<file path="src/rtl/cpu_ctrl_pkg.sv">
// cpu_ctrl_pkg: shared encodings for the CPU run controller.
// State codes, button indices and a counter-width helper.
package cpu_ctrl_pkg;

  typedef enum logic [1:0] {
    ST_RESET_HOLD = 2'b00,
    ST_HALT       = 2'b01,
    ST_STEP       = 2'b10,
    ST_RUN        = 2'b11
  } state_e;

  localparam int BTN_RUN   = 0;
  localparam int BTN_STEP  = 1;
  localparam int BTN_SPEED = 2;
  localparam int BTN_RST   = 3;
  localparam int NUM_BTN   = 4;

  // Bits needed to hold 0..n-1, never less than one.
  function automatic int cnt_w(input int n);
    return (n > 1) ? $clog2(n) : 1;
  endfunction

endpackage

</file>
<file path="src/rtl/btn_debounce.sv">
// btn_debounce: sync, debounce and press pulse for one button.
// Active-low raw input; pulse only on an accepted 1->0 change.
module btn_debounce
  import cpu_ctrl_pkg::*;
#(
  parameter int DEBOUNCE_CYCLES = 500000
) (
  input  logic clk_50mhz,
  input  logic reset_n,
  input  logic btn_n,
  output logic press
);

  localparam int CW = cnt_w(DEBOUNCE_CYCLES);
  localparam logic [CW-1:0] CNT_LAST =
    CW'(DEBOUNCE_CYCLES - 1);

  logic          r_sync1;
  logic          r_sync2;
  logic          r_stable;
  logic          r_press;
  logic [CW-1:0] r_cnt;
  logic          w_diff;
  logic          w_done;

  assign w_diff = r_sync2 ^ r_stable;
  assign w_done = w_diff && (r_cnt == CNT_LAST);
  assign press  = r_press;

  // Two-flop synchronizer; idles released (high).
  always_ff @(posedge clk_50mhz) begin
    if (!reset_n) begin
      r_sync1 <= 1'b1;
      r_sync2 <= 1'b1;
    end else begin
      r_sync1 <= btn_n;
      r_sync2 <= r_sync1;
    end
  end

  // Accept a new level after it persists; pulse on press.
  always_ff @(posedge clk_50mhz) begin
    if (!reset_n) begin
      r_stable <= 1'b1;
      r_cnt    <= '0;
      r_press  <= 1'b0;
    end else begin
      r_press <= w_done & ~r_sync2;
      if (!w_diff) begin
        r_cnt <= '0;
      end else if (w_done) begin
        r_stable <= r_sync2;
        r_cnt    <= '0;
      end else begin
        r_cnt <= r_cnt + 1'b1;
      end
    end
  end

endmodule

</file>
<file path="src/rtl/cpu_run_controller.sv">
// cpu_run_controller: run/halt/step sequencer for the softcore.
// Drives a clock enable and reset to the CPU from board buttons.
module cpu_run_controller
  import cpu_ctrl_pkg::*;
#(
  parameter int DEBOUNCE_CYCLES = 500000,
  parameter int RUN_DIV_SLOW    = 8388608,
  parameter int RUN_DIV_FAST    = 1048576,
  parameter int RESET_CYCLES    = 4
) (
  input  logic        clk_50mhz,
  input  logic        reset_n,
  input  logic [3:0]  btn_n,
  input  logic        halt_req,
  output logic        cpu_ce,
  output logic        cpu_reset,
  output logic [1:0]  state,
  output logic        fast,
  output logic [15:0] ce_count
);

  localparam int DIV_MAX =
    (RUN_DIV_SLOW > RUN_DIV_FAST) ? RUN_DIV_SLOW : RUN_DIV_FAST;
  localparam int DW = cnt_w(DIV_MAX);
  localparam int HW = cnt_w(RESET_CYCLES);
  localparam logic [DW-1:0] SLOW_LAST = DW'(RUN_DIV_SLOW - 1);
  localparam logic [DW-1:0] FAST_LAST = DW'(RUN_DIV_FAST - 1);
  localparam logic [HW-1:0] HOLD_LAST = HW'(RESET_CYCLES - 1);

  state_e        r_state;
  logic [HW-1:0] r_hold;
  logic [DW-1:0] r_div;
  logic          r_ce;
  logic          r_rst;
  logic          r_fast;
  logic [15:0]   r_ce_count;

  logic [NUM_BTN-1:0] w_ev;
  logic               w_fast_nx;
  logic [DW-1:0]      w_div_last;
  logic               w_div_wrap;
  logic [DW-1:0]      w_div_nx;
  logic               w_div_hit;
  logic [15:0]        w_cnt_inc;

  for (genvar gi = 0; gi < NUM_BTN; gi++) begin : g_btn
    btn_debounce #(
      .DEBOUNCE_CYCLES(DEBOUNCE_CYCLES)
    ) u_db (
      .clk_50mhz(clk_50mhz),
      .reset_n  (reset_n),
      .btn_n    (btn_n[gi]),
      .press    (w_ev[gi])
    );
  end

  // Divider restarts on speed change and whenever not running,
  // so every RUN entry begins from zero.
  assign w_fast_nx  = r_fast ^ w_ev[BTN_SPEED];
  assign w_div_last = w_fast_nx ? FAST_LAST : SLOW_LAST;
  assign w_div_wrap = w_ev[BTN_SPEED]
                   || (r_state != ST_RUN)
                   || (r_div >= w_div_last);
  assign w_div_nx   = w_div_wrap ? '0 : r_div + 1'b1;
  assign w_div_hit  = (w_div_nx == w_div_last);
  assign w_cnt_inc  = r_ce_count + 16'd1;

  // Sequencer FSM with registered enable, reset and counters.
  always_ff @(posedge clk_50mhz) begin
    if (!reset_n) begin
      r_state    <= ST_RESET_HOLD;
      r_hold     <= '0;
      r_div      <= '0;
      r_ce       <= 1'b0;
      r_rst      <= 1'b1;
      r_fast     <= 1'b0;
      r_ce_count <= '0;
    end else begin
      r_fast <= w_fast_nx;
      r_div  <= w_div_nx;
      r_ce   <= 1'b0;
      if (w_ev[BTN_RST]) begin
        r_state    <= ST_RESET_HOLD;
        r_hold     <= '0;
        r_rst      <= 1'b1;
        r_ce       <= 1'b1;
        r_ce_count <= '0;
      end else begin
        unique case (r_state)
          ST_RESET_HOLD: begin
            r_ce_count <= '0;
            // r_ce low only on the cycle after reset_n release.
            if (!r_ce) begin
              r_ce <= 1'b1;
            end else if (r_hold == HOLD_LAST) begin
              r_state <= ST_HALT;
              r_rst   <= 1'b0;
            end else begin
              r_hold <= r_hold + 1'b1;
              r_ce   <= 1'b1;
            end
          end
          ST_HALT: begin
            if (w_ev[BTN_RUN]) begin
              r_state <= ST_RUN;
              r_ce    <= w_div_hit;
              if (w_div_hit) r_ce_count <= w_cnt_inc;
            end else if (w_ev[BTN_STEP]) begin
              r_state    <= ST_STEP;
              r_ce       <= 1'b1;
              r_ce_count <= w_cnt_inc;
            end
          end
          ST_STEP: begin
            r_state <= ST_HALT;
          end
          ST_RUN: begin
            if (halt_req || w_ev[BTN_RUN]) begin
              r_state <= ST_HALT;
            end else begin
              r_ce <= w_div_hit;
              if (w_div_hit) r_ce_count <= w_cnt_inc;
            end
          end
          default: begin
            r_state <= ST_HALT;
          end
        endcase
      end
    end
  end

  assign cpu_ce    = r_ce;
  assign cpu_reset = r_rst;
  assign state     = r_state;
  assign fast      = r_fast;
  assign ce_count  = r_ce_count;

endmodule

</file>
<file path="config.mk">
export PLATFORM = sky130hd
export DESIGN_NAME = cpu_run_controller
export DESIGN_NICKNAME = d
export VERILOG_FILES = /design/src/rtl/cpu_ctrl_pkg.sv /design/src/rtl/btn_debounce.sv /design/src/rtl/cpu_run_controller.sv
export SDC_FILE = /design/constraint.sdc
export NUM_CORES = 1
export LEC_CHECK = 0
export CAP_MARGIN = 20
export CORE_MARGIN = 5
export CORE_UTILIZATION = 28
export DETAILED_ROUTE_END_ITERATION = 10
export SLEW_MARGIN = 20
export SYNTH_ARGS = -nofsm -noshare
export SYNTH_HDL_FRONTEND = slang
export SYNTH_SLANG_ARGS = --single-unit
</file>
<file path="constraint.sdc">
create_clock -name clk_50mhz -period 4.45 [get_ports clk_50mhz]
set_clock_uncertainty 0.15 [all_clocks]
set_input_delay 0.6675 -clock clk_50mhz [delete_from_list [all_inputs] [get_ports clk_50mhz]]
set_output_delay 0.6675 -clock clk_50mhz [all_outputs]
set_load 0.02 [all_outputs]
</file>
**Word level (Yosys, flattened, before mapping)**

Cells that the tools add are included.

- Flip-flop bits (word level): 138
- Bits of input ports: 7
- Output and inout port bits: 21
- Word-level logic and storage cells: 111

- Add/sub/neg operators: 7
- $lt $le $gt $ge: 1
- Equality and inequality tests: 15
- Muxes and demuxes: 20
- Bitwise gates (word level): 19
- Reduce and logical (&&, ||, !) cells: 22

Operator list:

| kind | count |
|---|---|
| $add 19x1->19 const B | 4 |
| $eq 19x19->1 const B | 4 |
| $mux 16 | 4 |
| $pmux 16 s3 | 1 |
| $mux 23 | 2 |
| $add 23x1->23 const B | 1 |
| $eq 23x23->1 | 1 |
| $ge 23x23->1 | 1 |
| $add 16x1->16 const B | 1 |
| $reduce_or 3->1 | 4 |
| $mux 2 | 5 |
| $ne 2x2->1 const B | 5 |
| $not 1->1 | 10 |
| $reduce_and 3->1 | 3 |
| $pmux 2 s4 | 1 |
| $reduce_and 2->1 | 4 |
| $eq 2x2->1 const B | 3 |
| $mux 1 | 6 |
| $xor 1x1->1 | 5 |
| $and 1x1->1 | 4 |
| $logic_and 1x1->1 | 4 |
| $reduce_and 4->1 | 1 |
| $logic_or 1x1->1 | 3 |
| $ne 3x1->1 const B | 1 |
| other kinds (6) | 6 |

**Depth between registers and ports, before layout**

- Word-level depth: 9
- Gate-level depth with buffers: 11
- Depth with buffers taken out: 10

**By module**

A second synthesis with hierarchy kept.

- Cells, all modules: 771
- Area, all modules: 6,794.0 µm²

By module, submodules not included:

| module | times used | cells an instance | area an instance (µm²) | sequential area each (µm²) |
|---|---|---|---|---|
| btn_debounce | 4 | 112 | 1,042.2 | 460.4 |
| cpu_run_controller | 1 | 323 | 2,625.0 | 920.9 |

**Worst setup path before layout**

No wires, ideal clock.

- Kind: register to register
- From: register r_fast, in the netlist fast
- To: register r_ce_count[10], in the netlist ce_count[10]
- Setup time: 122 ps
- Data arrival time: 3,100 ps
- Required time: 4,178 ps
- Path slack: 1,078 ps
- Stages on the path, launching flop included: 12
- Buffers on the path: 1
- Period minus slack after synthesis: 3,372 ps
- Cell sequence: dfxtp_1 -> xnor2_1 -> inv_1 -> ha_1 -> a21oi_1 -> o2111ai_1 -> a21oi_1 -> or4b_1 -> nor2_4 -> o22ai_2 -> buf_6 -> a221o_1

- Word-level cells in the longest chain between the ends: 9
- Elaborated cells on any way between the ends: 10
- Those cells by class: order compare: 1; eq/ne: 1; mux: 6; bitwise: 1; reduce/logical: 1

Ends and longest elaborated chain:

| element | line | RTL |
|---|---|---|
| start: declaration | cpu_run_controller.sv:35 | `logic r_fast;` |
| start signal: assignment | cpu_run_controller.sv:79 | `r_fast <= w_fast_nx;` |
| $xor 1x1->1 (*) | cpu_run_controller.sv:59 | `assign w_fast_nx = r_fast ^ w_ev[BTN_SPEED];` |
| named net w_fast_nx | cpu_run_controller.sv:39 | `logic w_fast_nx;` |
| $mux 23 (*) | cpu_run_controller.sv:60 | `assign w_div_last = w_fast_nx ? FAST_LAST : SLOW_LAST;` |
| $ge 23x23->1 | cpu_run_controller.sv:63 | `\|\| (r_div >= w_div_last);` |
| $logic_or 1x1->1 | cpu_run_controller.sv:63 |  |
| $mux 23 | cpu_run_controller.sv:64 | `assign w_div_nx = w_div_wrap ? '0 : r_div + 1'b1;` |
| $eq 23x23->1 (*) | cpu_run_controller.sv:65 | `assign w_div_hit = (w_div_nx == w_div_last);` |
| $mux 16 (*) | -- |  |
| $mux 16 (on tied branches) | -- |  |
| $pmux 16 s3 (*) | -- |  |
| end signal: assignment | cpu_run_controller.sv:107 | `if (w_div_hit) r_ce_count <= w_cnt_inc;` |
| end signal: assignment | cpu_run_controller.sv:111 | `r_ce_count <= w_cnt_inc;` |
| end signal: assignment | cpu_run_controller.sv:122 | `if (w_div_hit) r_ce_count <= w_cnt_inc;` |
| end: declaration | cpu_run_controller.sv:36 | `logic [15:0] r_ce_count;` |

Mark *: on every way through the listed nets, which the timed path passes. The rest lies on a longest branch. The select of a mux whose other input is x is not followed.
A chain may end at the register's enable or synchronous reset.

**Worst setup path after layout**

- From: register g_btn[2].u_db.r_press
- To: register r_ce_count[6], in the netlist ce_count[6]

- Word-level cells in the longest chain between the ends: 9
- Elaborated cells on any way between the ends: 11
- Those cells by class: order compare: 1; eq/ne: 1; mux: 6; bitwise: 1; reduce/logical: 2

Ends and longest elaborated chain:

| element | line | RTL |
|---|---|---|
| start: declaration | btn_debounce.sv:21 | `logic r_press;` |
| start signal: assignment | btn_debounce.sv:48 | `r_press <= w_done & ~r_sync2;` |
| $xor 1x1->1 (*) | cpu_run_controller.sv:59 |  |
| named net w_fast_nx | cpu_run_controller.sv:39 |  |
| $mux 23 (*) | cpu_run_controller.sv:60 |  |
| $ge 23x23->1 | cpu_run_controller.sv:63 |  |
| $logic_or 1x1->1 | cpu_run_controller.sv:63 |  |
| $mux 23 | cpu_run_controller.sv:64 |  |
| $eq 23x23->1 (*) | cpu_run_controller.sv:65 |  |
| $mux 16 (*) | -- |  |
| $mux 16 (on tied branches) | -- |  |
| $pmux 16 s3 (*) | -- |  |

Marks and branches as above.

==> run metrics <==
post-synthesis cell count 720; Top FF cell, synth dfxtp_1; Final Wtd Congestion 0.7988; min-delay worst type reg -> reg; power per cell area 353.7 nW/um^2; Area contributors post-synth dfxtp_1 (44%), nor2_1 (8.9%), xor2_1 (8.4%), xnor2_1 (5.0%), nand3_1 (4.4%); clock buffer count from CTS 17; Reg power frac 48.0%; Yosys reg bits around 140; syn_nets between 700 and 800; Critical Path Start g_btn[2].u_db.press; R2R Setup Slk 0.79 ns; Final ANT Viol Nets 0; grt ovf 0; clk_lat worst skew 0.42 ns; Max-slew headroom 41.91%; setup repair after global routing missed its margin no; IR drop worst, VDD 188.9 uV; RR Startpoint g_btn[2].u_db.press; CP endpoint kind register; Sequential cell area 2763 sq um; r2r endpoint ce_count[6]; clock buffer depth 2; vias per std cell 4.643; DR WL/cell around 12 um; DP HPWL roughly 8.6 mm; type of the worst setup path reg -> reg; cell taking the most area after synthesis dfxtp_1; setup TNS 0 ns; asr flop ratio synth 0%; placed insts approximately 1000; num rows 54; Leak 2.357 nW; first-pass GRT wire length 21.56 mm; Max Slew Vio Count 0; Pint approximately 2 mW; final hold vios 0; H-tree Lvls 4; YS warnings 0; total number of vias between 4000 and 5000; Net Switching 0.6049 mW; Critical Path AT about 3.8 ns; Reg2Reg Depth 10; largest net degree at the start of global routing 27; most instantiated cells after synthesis nor2_1 (149), dfxtp_1 (138), nand2_1 (63); library cells used by synthesis 57; clk root buf clkbuf_16; CTS tree done; overall routing resource usage 9.891%; 1st-pass router iterations 6; final wirelength between 10 and 15 mm; Die Y 159.4 um; post-CTS resize count 0; multi-input logic area 3367 sq um; Logic pwr share between 1.5 and 2%; die area about 25000 sq um; vias in the first global route roughly 4600; Die Span X 159.4 um; Sw Share 23.25%; layout cells sized above 1 approximately 7%; post-synth top area share between 40% and 50%; fin crit share 82.28%; IO Count 28; most common cell in the synthesized netlist nor2_1; Layout Cells excl Fill 1044; CP Capture Point ce_count[6]; # setup viols final 0; core area 21890 sq um; placed inst area ~6800 sq um; min Tclk post-route approximately 3.7 ns; synthesized area per cell 8.685 sq um; clk sink count 138; initial antenna violation count 0; Data required, critical path 4.61 ns; critical path startpoint category register; register area share after synthesis 44.18%; DR DRC count 0; Clk pwr share between 50% and 60%; final instance area 7357 sq um; crit-path max FO 6; drt initial violations about 220; Synth Cell Area 6253 sq um; Worst-path clk slew 0.06 ns; FILL cells about 2300; Setup Buffers After CTS 0; Max Freq around 270 MHz; Slew @ Worst Pin 0.8634 ns; status complete, no violations; Area Overhead vs Synth 17.65%; Post-synth EDFFs 0; max-cap check violation count 0; Nets 768; port bufs 27; hold buffer count at cts 0; # diodes 0; initial core utilization 28.57%
state kept, by name (all words and copies together), names as in the netlist:
register / cells
ce_count: 16
cpu_ce: 1
cpu_reset: 1
fast: 1
g_btn.u_db.press: 4
g_btn.u_db.r_cnt: 76
g_btn.u_db.r_stable: 4
g_btn.u_db.r_sync1: 4
g_btn.u_db.r_sync2: 4
r_div: 23
r_hold: 2
state: 2
power groups by stage:
stage / clock [mW] / sequential (mW) / combinational (mW)
3_3_place_gp: 0 / 1.28 / 0.0413
5_1_grt: 1.40 / 1.25 / 0.0463
6_report: 1.31 / 1.25 / 0.0407
4_1_cts: 1.35 / 1.25 / 0.0417
3_5_place_dp: 0 / 1.28 / 0.0415
2_1_floorplan: 0 / 1.28 / 0.0261
cell families (layout without fill, tap and decap cells):
group | after synthesis | in the layout | share of synthesized area [%]
buffers and inverters | 29 | 73 | 1.981
AO/OA/AOI/OAI | 51 | 51 | 6.203
multiplexers | 6 | 6 | 0.9804
flip-flops | 138 | 138 | 44.18
XOR/XNOR | 96 | 96 | 13.45
AND/OR/NAND/NOR | 390 | 390 | 31.21
adder cells (fa/ha/maj) | 10 | 10 | 2.001
through the flow:
stage          util (%)  hold WS (ns)  total power [mW]  setup WS [ns]
6_report          33.61        0.2550             2.602         0.7887
5_1_grt           33.61        0.2833             2.695         0.4614
4_1_cts           33.61        0.2579             2.640         0.7710
3_5_place_dp      31.09        0.2425             1.319         0.7713
3_3_place_gp      31.09        0.2459             1.318         0.8875
2_1_floorplan         -        0.2363             1.303          1.078
critical path: stages (launching register included):
cell and delay, ns:
dfxtp_1 0.32, xnor2_1 0.47, inv_1 0.21, ha_1 0.34, a21oi_1 0.14, o2111ai_1 0.11, a21oi_1 0.37, or4b_1 0.61
o21ai_1 0.41, o21ai_0 0.15, a32o_1 0.27
worst min path at each step:
stage,depth (start not counted),from,end,slack (ns)
finish,1,g_btn[3].u_db.r_sync1,g_btn[3].u_db.r_sync2,0.26
global placement,1,g_btn[3].u_db.r_sync1,g_btn[3].u_db.r_sync2,0.25
floorplan,1,g_btn[0].u_db.r_sync1,g_btn[0].u_db.r_sync2,0.24
global route,1,g_btn[3].u_db.r_sync1,g_btn[3].u_db.r_sync2,0.28
detailed placement,1,g_btn[3].u_db.r_sync1,g_btn[3].u_db.r_sync2,0.24
CTS,1,g_btn[3].u_db.r_sync1,g_btn[3].u_db.r_sync2,0.26
cell usage in the layout (no fill, tap or decap), types with 4 or more instances in the layout:
| cell | synthesis | final |
|---|---|---|
| nand3_1 | 55 | 55 |
| clkbuf_16 | 0 | 17 |
| xnor2_1 | 36 | 36 |
| nor2_1 | 149 | 149 |
| nor4b_1 | 6 | 6 |
| inv_1 | 13 | 13 |
| inv_6 | 0 | 6 |
| and2_1 | 4 | 4 |
| a221o_1 | 7 | 7 |
| mux2i_1 | 5 | 5 |
| nor4_1 | 9 | 9 |
| nand4_1 | 16 | 16 |
| ha_1 | 10 | 10 |
| nor3b_1 | 4 | 4 |
| and3_1 | 11 | 11 |
| or2_2 | 7 | 7 |
| dfxtp_1 | 138 | 138 |
| nor3_1 | 13 | 13 |
| a21oi_1 | 10 | 10 |
| nand2_1 | 63 | 63 |
| xor2_1 | 60 | 60 |
| or3_1 | 7 | 7 |
| clkdlybuf4s50_1 | 0 | 27 |
| clkinvlp_4 | 0 | 6 |
| and4_1 | 12 | 12 |
| o21ai_0 | 11 | 11 |
| nand2b_1 | 10 | 10 |
area by class of cell:
type	instances	area share, %
multi-input combinational	553	45.77
sequential	138	37.55
clock buffer	18	5.969
tap	280	4.762
timing repair buffer	28	3.776
clock inverter	14	1.514
inverter	13	0.6633
per-layer routing:
| layer | GRT usage [%] | part of all wire, % | up-vias |
|---|---|---|---|
| met5 | 0 | 0 | - |
| met4 | 3.257 | 1.3 | 0 |
| met3 | 3.184 | 3.8 | 13 |
| met2 | 15.02 | 42 | 69 |
| met1 | 13.31 | 53 | 2216 |
| li1 | - | - | 2549 |
(Power assumes the default switching activity.)
==> RTL change, RTL diff (same settings) <==
Reset style: asynchronous (`reset_n`), changed in 3 clocked blocks.
--- a/src/rtl/btn_debounce.sv
+++ b/src/rtl/btn_debounce.sv
@@ -29,5 +29,5 @@
 
   // Two-flop synchronizer; idles released (high).
-  always_ff @(posedge clk_50mhz) begin
+  always_ff @(posedge clk_50mhz or negedge reset_n) begin
     if (!reset_n) begin
       r_sync1 <= 1'b1;
@@ -40,5 +40,5 @@
 
   // Accept a new level after it persists; pulse on press.
-  always_ff @(posedge clk_50mhz) begin
+  always_ff @(posedge clk_50mhz or negedge reset_n) begin
     if (!reset_n) begin
       r_stable <= 1'b1;
--- a/src/rtl/cpu_run_controller.sv
+++ b/src/rtl/cpu_run_controller.sv
@@ -67,5 +67,5 @@
 
   // Sequencer FSM with registered enable, reset and counters.
-  always_ff @(posedge clk_50mhz) begin
+  always_ff @(posedge clk_50mhz or negedge reset_n) begin
     if (!reset_n) begin
       r_state    <= ST_RESET_HOLD;
Check against the original RTL: differs if reset_n is asserted again (counterexample within 4 cycles, from zero or initial values and one cycle with reset_n low); with reset_n held inactive, the same outputs for 10 cycles.
==> RTL change against the unedited design <==
- synthesized area rose by 13%
- worst hold slack got worse by 0.076 ns
- setup slack got worse by 0.38 ns
- clock power rose by 19%
- cell area rose by 13%
- routed wire length rose by 18%
- sequential cell count did not move
- power rose by 11%
- critical path type unchanged
- critical endpoint is now ce_count[12]
- highest routed layer unchanged
==> RTL change: results (changes against the unedited design) <==
[clocking]
ctsLongestPathBuffers=2  ; unchanged
htreeDepth=4  ; unchanged
clk_pin_slew_ns=0.06  ; about the same
clock-root-buffer=clkbuf_16
clock_insertion_delay_worst_skew_ns=0.42  ; about the same
post-cts-setup-buffers=0  ; unchanged
cts_buffers=17  ; unchanged

[placed_design]
place_ws_ns=0.5057  ; -0.2656 ns
port_buffers=27  ; unchanged
place_area_sq_um=7665  ; +13%
place_hpwl_um=9835  ; +15%
gp_congestion=0.8309  ; +4.0%

[route]
viasPerCell=4.730  ; +1.9%
drtIter0Drc=270  ; +26%
routed_wl_um=14550  ; +18%
drtPass1Iterations=5  ; -1

[run_status]
status=finished clean

[grt]
grt_pass1_vias=5038  ; +9.4%
grt_pass1_wl_um=24930  ; +16%
grt_max_degree=92  ; +240%
track_usage=0.1051  ; +0.006160

[power]
peakVddDrop_mv=0.2284  ; +21%
leakagePower_uw=0.003338  ; +42%

[yosys]
yosysSeqAreaShare=0.4904  ; +0.04859
async_flop_share=1.000  ; +1.000
synth.distinct_cells=65  ; +14%
synth_flop_cell=dfrtp_1
yosys-top-cells-area=dfrtp_1 44%, nor2_1 7.9%, xnor2_1 5.7%, xor2_1 5.3%, dfstp_2 4.8%
synthTopCellsByCount=148 x nor2_1, 125 x dfrtp_1, 61 x nand2_1
yosysWarnings=0  ; unchanged
syn-num-nets=760  ; +3.1%

[sta]
period_share=0.9077  ; +0.08492
max_slew.worst_pin.slew_ns=0.8600  ; -0.003360 ns

[min_path]
hp-class=input pin to async pin

[finish]
top_register=g_btn.u_db.r_cnt
fill_cells=2544  ; +9.0%
nNetsFinal=788  ; +2.6%
largest_register_ffs=76  ; unchanged
layout-drive-gt1-share=0.08590  ; +0.01653

[setup_path]
crit_fanout=13  ; +7
crit_arrival_ns=4.21  ; +0.38 ns
r2r_slack_ns=0.41  ; -0.38 ns

RTL change: cell count changes after synthesis, moves of 10 or more:
| cell | change |
|---|---|
| nand3_1 | -12 |
| inv_1 | +13 |
| dfxtp_1 | -138 |
| dfrtp_1 | +125 |
| xnor2_1 | +10 |
| dfstp_2 | +13 |
| xor2_1 | -17 |
RTL change: where the power goes:
group,internal [uW],switching [uW]
combinational,16.2,43.1
clock,1020,531
sequential,1270,11.3
total,2310,586
RTL change: worst paths after layout:
kind                                  startpoint                    end  cells after the start
max in group asynchronous                reset_n  g_btn[3].u_db.r_sync2                      2
hold / removal                           reset_n               r_div[3]                      1
hold reg to reg            g_btn[0].u_db.r_sync1  g_btn[0].u_db.r_sync2                      0
setup reg to reg                        r_div[0]           ce_count[12]                      9
min in group clk_50mhz     g_btn[0].u_db.r_sync1  g_btn[0].u_db.r_sync2                      0
setup / recovery                        r_div[0]           ce_count[12]                      9
RTL change: cell families (layout without fill, tap and decap cells):
| logic type | Yosys count | count (layout) | share of synthesized area |
|---|---|---|---|
| AOI/OAI and AO/OA | 92 | 92 | 0.09443 |
| xor gates and xnor gates | 89 | 89 | 0.1102 |
| adders and majority gates | 14 | 14 | 0.02476 |
| buffers and inverters | 46 | 87 | 0.02935 |
| DFF | 138 | 138 | 0.4904 |
| muxes | 6 | 6 | 0.009195 |
| and+or+nand+nor | 354 | 354 | 0.2417 |
RTL change: routing by layer:
layer	track usage	part of all wire
met5	0	0
met4	0.03634	0.017
met3	0.02826	0.039
met2	0.1636	0.46
met1	0.1415	0.48
RTL change: cell type report:
type / count / area (sq um) / area share
clock buffer: 21 / 460.4 / 0.05536
clock inverter: 11 / 191.4 / 0.02302
inverter: 26 / 97.59 / 0.01173
multi-input combinational: 555 / 3398 / 0.4086
sequential: 138 / 3470 / 0.4172
tap: 330 / 412.9 / 0.04965
timing repair buffer: 29 / 286.5 / 0.03445
RTL change: stage by stage:
step,hold WS (ns),cells
finish,0.1794,1110
global route,0.2084,1110
CTS,0.2055,1110
detailed placement,0.1968,1078
global placement,0.1961,1078
floorplan,0.1952,739
RTL change: critical path, stage by stage, from the launching register on:
cell and delay, ns:
dfrtp_1 0.54, ha_1 0.37, nand4_1 0.25, or4_1 0.56
or4_4 0.45, a21o_1 0.25, o41ai_1 0.35, o22a_1 0.53
nand2_1 0.24, o31ai_1 0.25
